## src/rtl/instr_encoder.sv

```systemverilog
// Instruction encoder: packs request fields into 16-bit words and streams them to memory.
// Define INSTR_ENCODER_BEQZ_EN to encode BEQZ; otherwise op=11 is an illegal request.
module instr_encoder #(
    parameter int          DEPTH     = 4,
    parameter logic [15:0] BASE_ADDR = 16'h0000
) (
    input  logic        clk,
    input  logic        rst,
    input  logic        in_valid,
    output logic        in_ready,
    input  logic [1:0]  op,
    input  logic [2:0]  rs,
    input  logic [2:0]  rt,
    input  logic [2:0]  rd,
    input  logic [7:0]  imm,
    input  logic        mem_ready,
    output logic        mem_wr,
    output logic [15:0] mem_addr,
    output logic [15:0] mem_data,
    output logic        done,
    output logic        err
);

    localparam int          AW       = $clog2(DEPTH);
    localparam logic [AW:0] FULL_CNT = DEPTH[AW:0];
    localparam logic [AW:0] ONE_CNT  = (AW+1)'(1);

    typedef enum logic [1:0] {
        RUN,
        DRAIN,
        DONE
    } state_t;

    state_t state, state_nxt;

    logic [15:0]   fifo [DEPTH];
    logic [AW-1:0] wr_ptr, rd_ptr;
    logic [AW:0]   count;

    logic        full, empty;
    logic        accept, push, pop;
    logic        legal;
    logic [15:0] word;

    always_comb begin
        word  = 16'h0000;
        legal = 1'b0;
        unique case (op)
            2'b00: legal = 1'b1;
            2'b01: begin
                word  = {5'b01000, rs, rd, imm[4:0]};
                legal = (imm[7:5] == {3{imm[4]}});
            end
            2'b10: begin
                word  = {5'b11011, rs, rt, rd, 2'b10};
                legal = 1'b1;
            end
            2'b11: begin
`ifdef INSTR_ENCODER_BEQZ_EN
                word  = {5'b01100, rs, imm};
                legal = 1'b1;
`else
                word  = 16'h0000;
                legal = 1'b0;
`endif
            end
        endcase
    end

    assign full     = (count == FULL_CNT);
    assign empty    = (count == '0);
    assign in_ready = (state == RUN) && !full;
    assign mem_wr   = !empty && (state != DONE);
    assign mem_data = fifo[rd_ptr];
    assign done     = (state == DONE);

    assign accept = in_valid && in_ready;
    assign push   = accept && legal;
    assign pop    = mem_wr && mem_ready;

    // Storage needs no reset: only entries between the pointers are ever read.
    always_ff @(posedge clk) begin
        if (push) begin
            fifo[wr_ptr] <= word;
        end
    end

    always_ff @(posedge clk or negedge rst) begin
        if (!rst) begin
            wr_ptr <= '0;
            rd_ptr <= '0;
            count  <= '0;
        end else begin
            if (push) begin
                wr_ptr <= wr_ptr + 1'b1;
            end
            if (pop) begin
                rd_ptr <= rd_ptr + 1'b1;
            end
            unique case ({push, pop})
                2'b10:   count <= count + 1'b1;
                2'b01:   count <= count - 1'b1;
                default: count <= count;
            endcase
        end
    end

    always_ff @(posedge clk or negedge rst) begin
        if (!rst) begin
            mem_addr <= BASE_ADDR;
            err      <= 1'b0;
            state    <= RUN;
        end else begin
            if (pop) begin
                mem_addr <= mem_addr + 16'd2;
            end
            if (accept && !legal) begin
                err <= 1'b1;
            end
            state <= state_nxt;
        end
    end

    // Nothing is pushed after HALT, so the last pop in DRAIN is the HALT word.
    always_comb begin
        state_nxt = state;
        unique case (state)
            RUN: begin
                if (accept && (op == 2'b00)) begin
                    state_nxt = DRAIN;
                end
            end
            DRAIN: begin
                if (pop && (count == ONE_CNT)) begin
                    state_nxt = DONE;
                end
            end
            DONE:    state_nxt = DONE;
            default: state_nxt = RUN;
        endcase
    end

endmodule

```

## config.mk

```make
export PLATFORM = sky130hd
export DESIGN_NAME = instr_encoder
export DESIGN_NICKNAME = d
export VERILOG_FILES = /design/src/rtl/instr_encoder.sv
export SDC_FILE = /design/constraint.sdc
export NUM_CORES = 1
export LEC_CHECK = 0
export CORE_UTILIZATION = 53
export DETAILED_ROUTE_END_ITERATION = 8
export GPL_TIMING_DRIVEN = 1
export PLACE_DENSITY = 0.8
export SYNTH_ARGS = -nofsm -noshare
export SYNTH_HDL_FRONTEND = slang
export SYNTH_SLANG_ARGS = --single-unit
```

## constraint.sdc

```tcl
create_clock -name clk -period 2.5 [get_ports clk]
set_input_delay 0.375 -clock clk [delete_from_list [all_inputs] [get_ports clk]]
set_output_delay 0.375 -clock clk [all_outputs]
set_load 0.02 [all_outputs]
```

==> impl_metrics.ini <==
[floorplanning]
boundaryPins = 59
dieArea_mm2 = 0.00683
start_util = 0.546
die-height_um = 82.7
core_mm2 = 0.00631
num_rows = 29
die_x_um = 82.7

[placed_design]
place_congestion = 0.716
place_ws_ps = 16.1
dp_hpwl_mm = 4.22
port_buffers = 56
place_inst = 357

[synth]
synthArstFlopShare = 0.325
ys_types = 39
ys_seq_area_frac = 0.634
syn_inst = 218
synth_area_mm2 = 0.00345
synth_seq_cells = 77
avgSynthCellArea_um2 = 15.8
ys_warn_count = 0
synth_ff_type = edfxtp_1
synth_enable_flop_cells = 52

[cts]
cts_htree_levels = 3
clkSlewWorstSetupHoldPaths_ps = 80
cts_root_buf = clkbuf_8
clock_sinks = 77
clk_latency_ps = 340
cts_tree = yes
cts_buffer_depth = 2
cts_setup_buffers = 0
numCtsBuffers = 9

[routing]
dr.pass1.iters = 5
ant_nets = 0
wl_mm = 6.05
via_per_inst = 5.30
drc_errors = 0
dr_total_vias = 1976
drt_iter0_markers = 88
wire_per_inst_um = 16.2

[timing]
slew_headroom = 0.609
finalHoldViolCount = 0
maxSlewViolCount = 0
fin_crit_ps = 2360
worst_pin_slew_ps = 585
fin_crit_sh = 0.943
fin_hold_ws_ps = 397
rsz0062_at_grt = no
fin_skew_ps = 10.9
setup_viol = 0
fmax_ghz = 0.424
setup_slack_ps = 144
tns_ps = 0

[power]
powerDensity_mw_per_mm2 = 1030
power.leakage_uw = 0.00170
irDropWorstVdd_uv = 772
finalPower_uw = 4590

[layout]
final_cells = 373
final_cell_mix = 55 x clkdlybuf4s50_1, 52 x edfxtp_1, 24 x dfrtp_1
drive_gt1_frac = 0.186
layout_commonest_cell = clkdlybuf4s50_1
fill_cells = 436
area_delta_synth_final_pct = 29.4
nNetsFinal = 332
diodes = 0

[worst_hold_path]
hold_path_class = input pin to async pin

[global_route]
grt_pass1_wl_mm = 9.52
grt_max_degree = 26
overflow = 0
grt_pass1_vias = 2004
gr-usage-all-layers = 0.199
antenna_found_initial = 0

[setup_path]
crit_slowest_cell = clkdlybuf4s50_1
worstSetupStartpointType = register
crit_path_end_kind = output pin
r2r_slack_ps = 350
r2r_end = fifo[1][4]$_DFFE_PP_
crit_path_max_incr_delay_ps = 560
path_max_fanout = 15
worstPathArrival_ps = 1980
crit_chain = buf_12 -> mux4_2 -> clkdlybuf4s50_1
rr_worst_depth = 8
reg2reg_from = count[0]$_DFFE_PN0P_
worstSetupPathType = register to output pin
crit_family = buffers and inverters
critical_path_buf_inv_count = 2
worstPathRequired_ps = 2120

[run]
maxCapViolCount = 0

[outcome]
outcome = completed
-- synthesized netlist by cell type, types with 2 or more instances --
library cell	number	share of area
and2_1	5	0.0091
a21boi_0	2	0.0044
mux2_2	2	0.0065
edfxtp_1	52	0.45
and4_1	2	0.0051
clkbuf_1	3	0.0033
and2_2	4	0.0087
nand2_1	9	0.0098
xor2_1	5	0.013
nand3_1	5	0.0073
dfrtp_1	25	0.18
ha_1	18	0.065
a22oi_1	6	0.013
buf_2	2	0.0029
a21oi_1	2	0.0029
and3_1	2	0.0036
nand4_1	3	0.0054
nor2b_1	8	0.015
nor2_1	4	0.0044
buf_4	4	0.0087
mux4_2	13	0.085
inv_1	11	0.012
xnor2_1	15	0.038
-- worst max path at each step --
stage	start	to	slack (ps)	depth (start not counted)
after floorplan	count[0]$_DFFE_PN0P_	count[2]$_DFFE_PN0P_	140	9
after global placement	imm[5]	fifo[3][12]$_DFFE_PP_	50	7
after detailed placement	imm[5]	fifo[1][5]$_DFFE_PP_	20	7
after CTS	count[0]$_DFFE_PN0P_	in_ready	20	4
after global routing	count[0]$_DFFE_PN0P_	mem_wr	30	5
final	rd_ptr[0]$_DFFE_PN0P_	mem_data[12]	140	3
-- cell type report --
class	instances	area, um2	share of cell area
clock inverters	4	52.6	0.0118
clock buffers	12	178	0.0398
well taps	77	96.3	0.0216
multi-input cells	122	1170	0.263
flip-flops and latches	77	2190	0.490
inverters	11	41.3	0.00925
repair buffers	70	731	0.164
-- where the power goes --
| part | total, uW | internal (uW) | switching [uW] |
|---|---|---|---|
| combinational | 1830 | 957 | 877 |
| clock | 1040 | 585 | 451 |
| sequential | 1720 | 1560 | 154 |
| total | 4590 | 3110 | 1480 |
-- what timing repair did --
| item | CTS | global route |
|---|---|---|
| gates resized for setup | 0 | 3 |
| hold endpoints to repair | 0 | 0 |
| endpoints found under the setup margin | 0 | 2 |
| hold buffers | 0 | 0 |
-- stage by stage --
stage | utilization | cell area, um2
after detailed placement | 0.669 | 4230
final | 0.707 | 4460
after global placement | 0.669 | 4230
after floorplan | - | 3450
after global routing | 0.707 | 4460
after CTS | 0.706 | 4460
-- kinds of logic (layout without fill, tap and decap cells) --
logic type,after synthesis,after routing,synth area share
buf+inv,20,97,0.0269
mux,17,17,0.0987
other cells,1,2,0.00109
fa+ha+maj,18,18,0.0653
flops,77,77,0.634
xor+xnor,20,20,0.0508
compound gates,15,15,0.0312
simple gates,50,50,0.0918
-- per-layer routing --
metal  vias to the layer above  track usage  part of all wire
met5                         -            0                 0
met4                         0       0.0914             0.011
met3                         5       0.0407             0.026
met2                        37        0.336              0.52
met1                       988        0.246              0.44
li1                        946            -                 -
-- state kept, by name, indices dropped and copies added, names as in the netlist --
register / flops
count: 3
mem_addr: 15
wr_ptr: 2
fifo: 52
state: 2
err: 1
rd_ptr: 2
-- worst reg2reg max path: stages (launching register included) --
cell and delay (ps):
dfrtp_2 420, inv_1 80, ha_1 230, a21boi_1 290, nand2_1 160, nor3_4 190, buf_4 170, and2_2 180
buf_12 150
No activity file was read; power rests on OpenSTA's default activity.
